$ cat config.mk
export PLATFORM = sky130hd
export DESIGN_NAME = tdma_scheduler_multi
export DESIGN_NICKNAME = d
export VERILOG_FILES = /design/src/rtl/tdma_scheduler_multi.sv
export SDC_FILE = /design/constraint.sdc
export NUM_CORES = 2
export LEC_CHECK = 0
export ABC_AREA = 0
export ABC_CLOCK_PERIOD_IN_PS = 66800
export CORE_AREA = 4 4 498 500
export CTS_CLUSTER_SIZE = 28
export DETAILED_ROUTE_END_ITERATION = 16
export DIE_AREA = 0 0 502 504
export HOLD_SLACK_MARGIN = 0.02
export PLACE_DENSITY = 0.64
export SYNTH_ARGS = -nofsm -noshare
export SYNTH_HDL_FRONTEND = slang
export SYNTH_SLANG_ARGS = --single-unit
$ cat constraint.sdc
create_clock -name clk -period 66.8 [get_ports clk]
set_clock_uncertainty 0.05 [all_clocks]
set_input_delay 10.02 -clock clk [delete_from_list [all_inputs] [get_ports clk]]
set_output_delay 10.02 -clock clk [all_outputs]
set_load 0.02 [all_outputs]
$ cat src/rtl/tdma_scheduler_multi.sv
// tdma_scheduler_multi
// Repeating TDMA schedule timed from the 96-bit PTP time of day. A schedule of
// slot_count timeslots starts at schedule_start and repeats every schedule
// period. Each slot opens with a guard interval and ends its active window
// at the active period. A per-slot bitmap table gates CHANNELS outputs.
//
// Ports
//   clk, rst                      clock, async active-high reset
//   input_ts_96                   PTP ToD {s[95:48], ns[45:16], frac[15:0]}
//   input_ts_step                 time step: restart with error
//   enable                        master gate for start pulses and activity
//   input_*_period/_start(_valid) config writes, {s48, ns32} (guard: ns only)
//   input_slot_count(_valid)      slots per schedule, 0 treated as 1
//   tbl_wr_en/addr/data           channel bitmap table write port
//   locked, error                 status
//   schedule_start, timeslot_start, timeslot_end   single-cycle pulses
//   timeslot_index                current slot
//   timeslot_active               inside the active window of the slot
//   channel_active                timeslot_active & current slot bitmap
//
// state   | meaning
// IDLE    | compare ToD against targets, drive outputs
// SCHED_1 | next_slot <= old next_sched, add schedule period
// SCHED_2 | select carry-corrected next_sched
// SLOT_1  | add guard to slot start
// SLOT_2  | select guard_end
// SLOT_3  | add active period to slot start
// SLOT_4  | select active_end
// SLOT_5  | add slot period, issue table read of following slot
// SLOT_6  | select next_slot, capture prefetched bitmap
module tdma_scheduler_multi #(
  parameter int          INDEX_WIDTH        = 8,
  parameter int          CHANNELS           = 4,
  parameter logic [47:0] SCHEDULE_START_S   = 48'd0,
  parameter logic [29:0] SCHEDULE_START_NS  = 30'd0,
  parameter logic [47:0] SCHEDULE_PERIOD_S  = 48'd0,
  parameter logic [29:0] SCHEDULE_PERIOD_NS = 30'd1000000,
  parameter logic [47:0] TIMESLOT_PERIOD_S  = 48'd0,
  parameter logic [29:0] TIMESLOT_PERIOD_NS = 30'd100000,
  parameter logic [47:0] ACTIVE_PERIOD_S    = 48'd0,
  parameter logic [29:0] ACTIVE_PERIOD_NS   = 30'd100000,
  parameter logic [29:0] GUARD_PERIOD_NS    = 30'd0,
  parameter int          SLOT_COUNT         = 10
) (
  input  logic                   clk,
  input  logic                   rst,
  input  logic [95:0]            input_ts_96,
  input  logic                   input_ts_step,
  input  logic                   enable,
  input  logic [79:0]            input_schedule_start,
  input  logic                   input_schedule_start_valid,
  input  logic [79:0]            input_schedule_period,
  input  logic                   input_schedule_period_valid,
  input  logic [79:0]            input_timeslot_period,
  input  logic                   input_timeslot_period_valid,
  input  logic [79:0]            input_active_period,
  input  logic                   input_active_period_valid,
  input  logic [29:0]            input_guard_period,
  input  logic                   input_guard_period_valid,
  input  logic [INDEX_WIDTH:0]   input_slot_count,
  input  logic                   input_slot_count_valid,
  input  logic                   tbl_wr_en,
  input  logic [INDEX_WIDTH-1:0] tbl_wr_addr,
  input  logic [CHANNELS-1:0]    tbl_wr_data,
  output logic                   locked,
  output logic                   error,
  output logic                   schedule_start,
  output logic [INDEX_WIDTH-1:0] timeslot_index,
  output logic                   timeslot_start,
  output logic                   timeslot_end,
  output logic                   timeslot_active,
  output logic [CHANNELS-1:0]    channel_active
);

  localparam logic [30:0] NS_PER_S = 31'd1_000_000_000;
  localparam logic [INDEX_WIDTH:0] SLOT_COUNT_INIT =
    (SLOT_COUNT == 0) ? (INDEX_WIDTH+1)'(1) : (INDEX_WIDTH+1)'(SLOT_COUNT);

  typedef enum logic [3:0] {
    IDLE, SCHED_1, SCHED_2, SLOT_1, SLOT_2, SLOT_3, SLOT_4, SLOT_5, SLOT_6
  } state_t;

  state_t state;

  logic [47:0] ts_s;
  logic [29:0] ts_ns;

  logic [47:0] sched_start_s, sched_period_s, slot_period_s, active_period_s;
  logic [29:0] sched_start_ns, sched_period_ns, slot_period_ns, active_period_ns;
  logic [29:0] guard_ns;
  logic [INDEX_WIDTH:0] slot_count;

  logic [47:0] next_sched_s, next_slot_s, guard_end_s, active_end_s;
  logic [29:0] next_sched_ns, next_slot_ns, guard_end_ns, active_end_ns;

  logic [47:0] add_a_s, add_b_s, sum_s, res_s;
  logic [29:0] add_a_ns, add_b_ns, sum_ns, res_ns;
  logic [30:0] sum_la;

  logic [CHANNELS-1:0] tbl [2**INDEX_WIDTH];
  logic [CHANNELS-1:0] tbl_rd, next_mask, cur_mask;
  logic [INDEX_WIDTH-1:0] rd_addr, nxt_index;
  logic [INDEX_WIDTH:0] idx_inc;

  logic [1:0] init_cnt;
  logic running, lock_arm;
  logic restart, sched_evt, slot_evt, guard_evt, active_evt;
  logic [47:0] new_start_s;
  logic [29:0] new_start_ns;

  logic unused_bits;
  assign unused_bits = ^{input_ts_96[47:46], input_ts_96[15:0],
                         input_schedule_start[31:30], input_schedule_period[31:30],
                         input_timeslot_period[31:30], input_active_period[31:30]};

  assign restart = input_schedule_start_valid | input_schedule_period_valid |
                   input_slot_count_valid | input_ts_step;

  assign new_start_s  = input_schedule_start_valid ? input_schedule_start[79:32] : sched_start_s;
  assign new_start_ns = input_schedule_start_valid ? input_schedule_start[29:0]  : sched_start_ns;

  assign idx_inc   = (INDEX_WIDTH+1)'(timeslot_index) + (INDEX_WIDTH+1)'(1);
  assign nxt_index = (idx_inc == slot_count) ? '0 : idx_inc[INDEX_WIDTH-1:0];

  // ns never reaches 1e9, so the concatenation compares as a single number
  assign sched_evt  = (init_cnt == 2'd0) && ({ts_s, ts_ns} > {next_sched_s, next_sched_ns});
  assign slot_evt   = running && ({ts_s, ts_ns} > {next_slot_s, next_slot_ns}) &&
                      (idx_inc < slot_count);
  assign guard_evt  = running && ({ts_s, ts_ns} > {guard_end_s, guard_end_ns});
  assign active_evt = running && ({ts_s, ts_ns} > {active_end_s, active_end_ns});

  // adder operand select; the sum registers load every cycle and the
  // following state picks whichever of sum / sum-1e9 is in range
  always_comb begin
    add_a_s  = next_slot_s;
    add_a_ns = next_slot_ns;
    add_b_s  = slot_period_s;
    add_b_ns = slot_period_ns;
    case (state)
      SCHED_1: begin
        add_a_s  = next_sched_s;
        add_a_ns = next_sched_ns;
        add_b_s  = sched_period_s;
        add_b_ns = sched_period_ns;
      end
      SLOT_1: begin
        add_b_s  = 48'd0;
        add_b_ns = guard_ns;
      end
      SLOT_3: begin
        add_b_s  = active_period_s;
        add_b_ns = active_period_ns;
      end
      default: ;
    endcase
  end

  // lookahead did not borrow: ns overflowed one second
  assign res_ns = sum_la[30] ? sum_ns : sum_la[29:0];
  assign res_s  = sum_la[30] ? sum_s  : sum_s + 48'd1;

  assign rd_addr = (state == SLOT_5) ? nxt_index : '0;

  // read-before-write: a same-address write returns the old bitmap
  always_ff @(posedge clk) begin
    if (tbl_wr_en) tbl[tbl_wr_addr] <= tbl_wr_data;
    tbl_rd <= tbl[rd_addr];
  end

  always_ff @(posedge clk or posedge rst) begin
    if (rst) begin
      state            <= IDLE;
      ts_s             <= '0;
      ts_ns            <= '0;
      sched_start_s    <= SCHEDULE_START_S;
      sched_start_ns   <= SCHEDULE_START_NS;
      sched_period_s   <= SCHEDULE_PERIOD_S;
      sched_period_ns  <= SCHEDULE_PERIOD_NS;
      slot_period_s    <= TIMESLOT_PERIOD_S;
      slot_period_ns   <= TIMESLOT_PERIOD_NS;
      active_period_s  <= ACTIVE_PERIOD_S;
      active_period_ns <= ACTIVE_PERIOD_NS;
      guard_ns         <= GUARD_PERIOD_NS;
      slot_count       <= SLOT_COUNT_INIT;
      next_sched_s     <= SCHEDULE_START_S;
      next_sched_ns    <= SCHEDULE_START_NS;
      next_slot_s      <= SCHEDULE_START_S;
      next_slot_ns     <= SCHEDULE_START_NS;
      guard_end_s      <= '0;
      guard_end_ns     <= '0;
      active_end_s     <= '0;
      active_end_ns    <= '0;
      sum_s            <= '0;
      sum_ns           <= '0;
      sum_la           <= '0;
      next_mask        <= '0;
      cur_mask         <= '0;
      init_cnt         <= 2'd2;
      running          <= 1'b0;
      lock_arm         <= 1'b0;
      locked           <= 1'b0;
      error            <= 1'b0;
      schedule_start   <= 1'b0;
      timeslot_index   <= '0;
      timeslot_start   <= 1'b0;
      timeslot_end     <= 1'b0;
      timeslot_active  <= 1'b0;
      channel_active   <= '0;
    end else begin
      ts_s   <= input_ts_96[95:48];
      ts_ns  <= input_ts_96[45:16];
      sum_s  <= add_a_s + add_b_s;
      sum_ns <= add_a_ns + add_b_ns;
      sum_la <= {1'b0, add_a_ns} + {1'b0, add_b_ns} - NS_PER_S;

      if (input_schedule_start_valid) begin
        sched_start_s  <= input_schedule_start[79:32];
        sched_start_ns <= input_schedule_start[29:0];
      end
      if (input_schedule_period_valid) begin
        sched_period_s  <= input_schedule_period[79:32];
        sched_period_ns <= input_schedule_period[29:0];
      end
      if (input_timeslot_period_valid) begin
        slot_period_s  <= input_timeslot_period[79:32];
        slot_period_ns <= input_timeslot_period[29:0];
      end
      if (input_active_period_valid) begin
        active_period_s  <= input_active_period[79:32];
        active_period_ns <= input_active_period[29:0];
      end
      if (input_guard_period_valid) guard_ns <= input_guard_period;
      if (input_slot_count_valid)
        slot_count <= (input_slot_count == '0) ? (INDEX_WIDTH+1)'(1) : input_slot_count;

      schedule_start <= 1'b0;
      timeslot_start <= 1'b0;
      timeslot_end   <= 1'b0;

      if (restart) begin
        state           <= IDLE;
        next_sched_s    <= new_start_s;
        next_sched_ns   <= new_start_ns;
        next_slot_s     <= new_start_s;
        next_slot_ns    <= new_start_ns;
        timeslot_index  <= '0;
        timeslot_end    <= timeslot_active;
        timeslot_active <= 1'b0;
        channel_active  <= '0;
        locked          <= 1'b0;
        lock_arm        <= 1'b0;
        running         <= 1'b0;
        error           <= input_ts_step;
        init_cnt        <= 2'd2;
      end else begin
        // table[0] is read over two cycles after a restart; the first
        // schedule event is held off until it has landed in next_mask
        if (init_cnt != 2'd0) begin
          init_cnt <= init_cnt - 2'd1;
          if (init_cnt == 2'd1) next_mask <= tbl_rd;
        end

        case (state)
          IDLE: begin
            if (sched_evt) begin
              timeslot_index  <= '0;
              locked          <= lock_arm;
              if (lock_arm) error <= 1'b0;
              schedule_start  <= enable & lock_arm;
              timeslot_start  <= enable & lock_arm;
              timeslot_end    <= timeslot_active;
              timeslot_active <= 1'b0;
              channel_active  <= '0;
              cur_mask        <= next_mask;
              running         <= 1'b1;
              state           <= SCHED_1;
            end else if (slot_evt) begin
              timeslot_index  <= idx_inc[INDEX_WIDTH-1:0];
              timeslot_start  <= enable & locked;
              timeslot_end    <= timeslot_active;
              timeslot_active <= 1'b0;
              channel_active  <= '0;
              cur_mask        <= next_mask;
              state           <= SLOT_1;
            end else begin
              // nothing to catch up on: safe to lock at the next schedule start
              if (running) lock_arm <= 1'b1;
              if (guard_evt && !active_evt) begin
                timeslot_active <= enable & locked;
                channel_active  <= cur_mask & {CHANNELS{enable & locked}};
              end else if (active_evt && timeslot_active) begin
                timeslot_active <= 1'b0;
                timeslot_end    <= 1'b1;
                channel_active  <= '0;
              end
            end
          end
          SCHED_1: begin
            next_slot_s  <= next_sched_s;
            next_slot_ns <= next_sched_ns;
            state        <= SCHED_2;
          end
          SCHED_2: begin
            next_sched_s  <= res_s;
            next_sched_ns <= res_ns;
            state         <= SLOT_1;
          end
          SLOT_1: state <= SLOT_2;
          SLOT_2: begin
            guard_end_s  <= res_s;
            guard_end_ns <= res_ns;
            state        <= SLOT_3;
          end
          SLOT_3: state <= SLOT_4;
          SLOT_4: begin
            active_end_s  <= res_s;
            active_end_ns <= res_ns;
            state         <= SLOT_5;
          end
          SLOT_5: state <= SLOT_6;
          SLOT_6: begin
            next_slot_s  <= res_s;
            next_slot_ns <= res_ns;
            next_mask    <= tbl_rd;
            state        <= IDLE;
          end
          default: state <= IDLE;
        endcase
      end
    end
  end

endmodule

==> impl_metrics.env <==
export IMPL_status="completed"
export IMPL_synth_mux_area_fraction_pct=7.411
export IMPL_seq_power_share_pct=46.1
export IMPL_grt_setup_unrepaired="no"
export IMPL_powerDensity_mw_per_mm2=28.23
export IMPL_ys_warnings_count=0
export IMPL_synth_edf_count=1024
export IMPL_cts_tree="built"
export IMPL_p_comb_share_pct=14.4
export IMPL_grt_max_degree=169
export IMPL_path_cells="clkdlybuf4s50_1, or4_4, buf_4, nor3_2, buf_4, buf_4, nor2_1, a21oi_1"
export IMPL_design_portCount=496
export IMPL_crit_path_end_kind="flop"
export IMPL_initial_core_util_pct=36.91
export IMPL_synth_fa_ha_area_share_pct=6.607
export IMPL_routedWlPerCell_um=23.32
export IMPL_drc=0
export IMPL_vias=62510
export IMPL_synth_cell_types=92
export IMPL_maxSlewHeadroom_pct=17.92
export IMPL_viasPerCell=5.503
export IMPL_whs_path_depth=1
export IMPL_coreArea_mm2=0.2430
export IMPL_io_buffers=469
export IMPL_ir_drop_uv=25.23
export IMPL_worst_pin_slew_ns=1.231
export IMPL_synth_most_common_cell="edfxtp_1"
export IMPL_switchingPower_mw=0.7980
export IMPL_syn2layout_area_growth_pct=16.80
export IMPL_rows=181
export IMPL_critPathMostFrequentCell="buf_4"
export IMPL_min_period_ns=13.83
export IMPL_largest_register="tbl"
export IMPL_layoutNonFillerInstCount=11360
export IMPL_overflow=0
export IMPL_clkPwrFrac_pct=39.5
export IMPL_cap_violations=0
export IMPL_dieArea_mm2=0.2530
export IMPL_ys_seq_area_share_pct=59.02
export IMPL_fp_dieH_um=504
export IMPL_cts_root_buffer="clkbuf_16"
export IMPL_syn_inst=7607
export IMPL_dpl_hpwl_um=185500
export IMPL_die_w_um=502
export IMPL_syn_area_mm2=0.08968
export IMPL_postCtsSetupRepairBufs=0
export IMPL_cts_htree_levels=4
export IMPL_cts_clk_slew_worst_paths_ns=0.06
export IMPL_r2r_cells=14
export IMPL_synth_compound_area_share_pct=11.86
export IMPL_grt_usage_pct=20.41
export IMPL_path_class="in -> reg"
export IMPL_maxSlewViolCount=0
export IMPL_synth_area_leaders="edfxtp_1 (34%), dfrtp_1 (24%), ha_1 (6.1%), mux2_2 (4.5%), nand2_1 (4.2%)"
export IMPL_synth_xor_area_share_pct=1.514
export IMPL_synth_nets=8546
export IMPL_synth_top_family_by_area="compound AO/OA/AOI/OAI gates"
export IMPL_cts_buffers=200
export IMPL_setup_viol=0
export IMPL_critPathRequiredTime_ns=67.49
export IMPL_wirelength_um=264900
export IMPL_layout_nets=8905
export IMPL_clk_latency_ns=0.89
export IMPL_cts_resized=0
export IMPL_hold_viol_final=0
export IMPL_synth_simple_gate_area_share_pct=9.837
export IMPL_largest_register_ffs=1024
export IMPL_max_freq_ghz=0.07233
export IMPL_intPower_mw=2.159
export IMPL_period_share_pct=20.70
export IMPL_grt_pass1_vias=62329
export IMPL_ant_nets=0
export IMPL_p_sw_share_pct=26.99
export IMPL_drive_gt1_share_pct=11.35
export IMPL_dp_cells=10966
export IMPL_yosysTopAreaCell="edfxtp_1"
export IMPL_p_leak_nw=40.05
export IMPL_cp_slowest_cell="or4_4"
export IMPL_grt_pass1_wl_um=394500
export IMPL_synth_ff_type="edfxtp_1"
export IMPL_place_gp_congestion=0.9156
export IMPL_grt_antenna_before_repair=21
export IMPL_syn_area_per_cell_um2=11.79
export IMPL_synth_top_cell_area_share_pct=34.29
export IMPL_hold_buffers=0
export IMPL_dr_first_iter_drc_count=5842
export IMPL_dr_pass1_iters=6
export IMPL_cpPeakStageDelay_ns=1.04
export IMPL_startpoint_type="input pin"
export IMPL_hold_class="reg -> reg"
export IMPL_async_flop_share_pct=46.18
export IMPL_setup_tns_ns=0
export IMPL_crit_arrival_ns=14.51
export IMPL_synth_seq_cells=1910
export IMPL_synth_commonest_cells="edfxtp_1 (1024), nand2_1 (1001), dfrtp_1 (860)"
export IMPL_cts_path_max_buffers=3
export IMPL_crit_path_max_fanout=83
export IMPL_cts_sinks=1910
-- cells in the final DEF (no fill, tap or decap), types with 74 or more instances in the layout --
cell type | Yosys | final
mux2_2 | 360 | 360
nand3_1 | 173 | 168
buf_4 | 1 | 91
a22oi_1 | 103 | 103
clkdlybuf4s50_1 | 0 | 460
dfrtp_1 | 860 | 858
mux2i_1 | 115 | 115
inv_1 | 479 | 478
xnor2_1 | 85 | 84
edfxtp_1 | 1024 | 1024
nor2_1 | 493 | 489
clkbuf_16 | 0 | 203
a211oi_1 | 77 | 77
a31oi_1 | 130 | 130
ha_1 | 440 | 440
a21oi_1 | 302 | 301
o22ai_1 | 74 | 74
a21o_1 | 170 | 170
nand2_1 | 1001 | 997
nand4_1 | 97 | 97
o21ai_0 | 415 | 415
-- layer usage --
metal  share of wire [%]  track usage [%]  vias up  routed length, µm
li1                    -                -    28422                  -
met1                  42            27.76    31382             112300
met2                  47            33.19     2291             125200
met3                 6.8            3.127      413              18040
met4                 3.5            7.190        2               9328
met5              0.0026                0        -                  7
-- worst paths after layout --
path                                         from             endpoint  slack [ns]
setup reg to reg                timeslot_index[0]            tbl_rd[3]       59.55
max in group asynchronous                     rst  active_period_s[43]       53.78
hold / removal                          tbl_rd[0]         next_mask[0]        0.41
min in group asynchronous                     rst           sum_ns[27]        9.68
hold reg to reg                         tbl_rd[0]         next_mask[0]        0.41
setup / recovery           input_slot_count_valid     active_end_s[19]       52.97
-- through the flow --
stage                     setup WS, ns  hold WS (ns)  instance area [µm²]  util [%]  power, mW
final                            52.97        0.4119               104800     43.11      2.957
after global placement           52.22        0.3949                97730     40.22      1.797
after global routing             52.68        0.4287               104700     43.10      3.078
after CTS                        53.02        0.4139               104700     43.09      2.977
after detailed placement         52.13        0.4001                97730     40.22      1.809
after floorplan                  31.98        0.3901                89680         -      1.645
-- worst max-delay path, delay by kind of cell --
family	cells	cell delay [ns]
AO/OA/AOI/OAI	1	0.15
buffers and inverters	4	2.79
AND/OR/NAND/NOR	3	1.37
-- power groups by stage --
stage          sequential, mW  combinational [mW]  clock [mW]
2_1_floorplan            1.37               0.275           0
3_3_place_gp             1.38               0.416           0
3_5_place_dp             1.38               0.425           0
4_1_cts                  1.36               0.427        1.19
5_1_grt                  1.37               0.469        1.24
6_report                 1.36               0.427        1.17
-- cells by family (layout without fill, tap and decap cells) --
| kind of cell | after synthesis | in the layout |
|---|---|---|
| AND/OR/NAND/NOR | 2029 | 2029 |
| multiplexers | 539 | 539 |
| flip-flops | 1910 | 1910 |
| XOR/XNOR | 155 | 155 |
| adder cells (fa/ha/maj) | 461 | 461 |
| AO/OA/AOI/OAI | 1630 | 1630 |
| other | 0 | 16 |
| buffers and inverters | 883 | 1418 |
-- cell type report --
class | instances | area [µm²]
fill | 22193 | 138200
sequential | 1910 | 52930
multi-input combinational | 4814 | 33560
clock buffer | 266 | 5507
timing repair buffer | 560 | 5418
tap | 3202 | 4006
inverter | 480 | 1814
clock inverter | 112 | 1471
antenna | 16 | 40.04
Power figures use the tool's default switching activity.
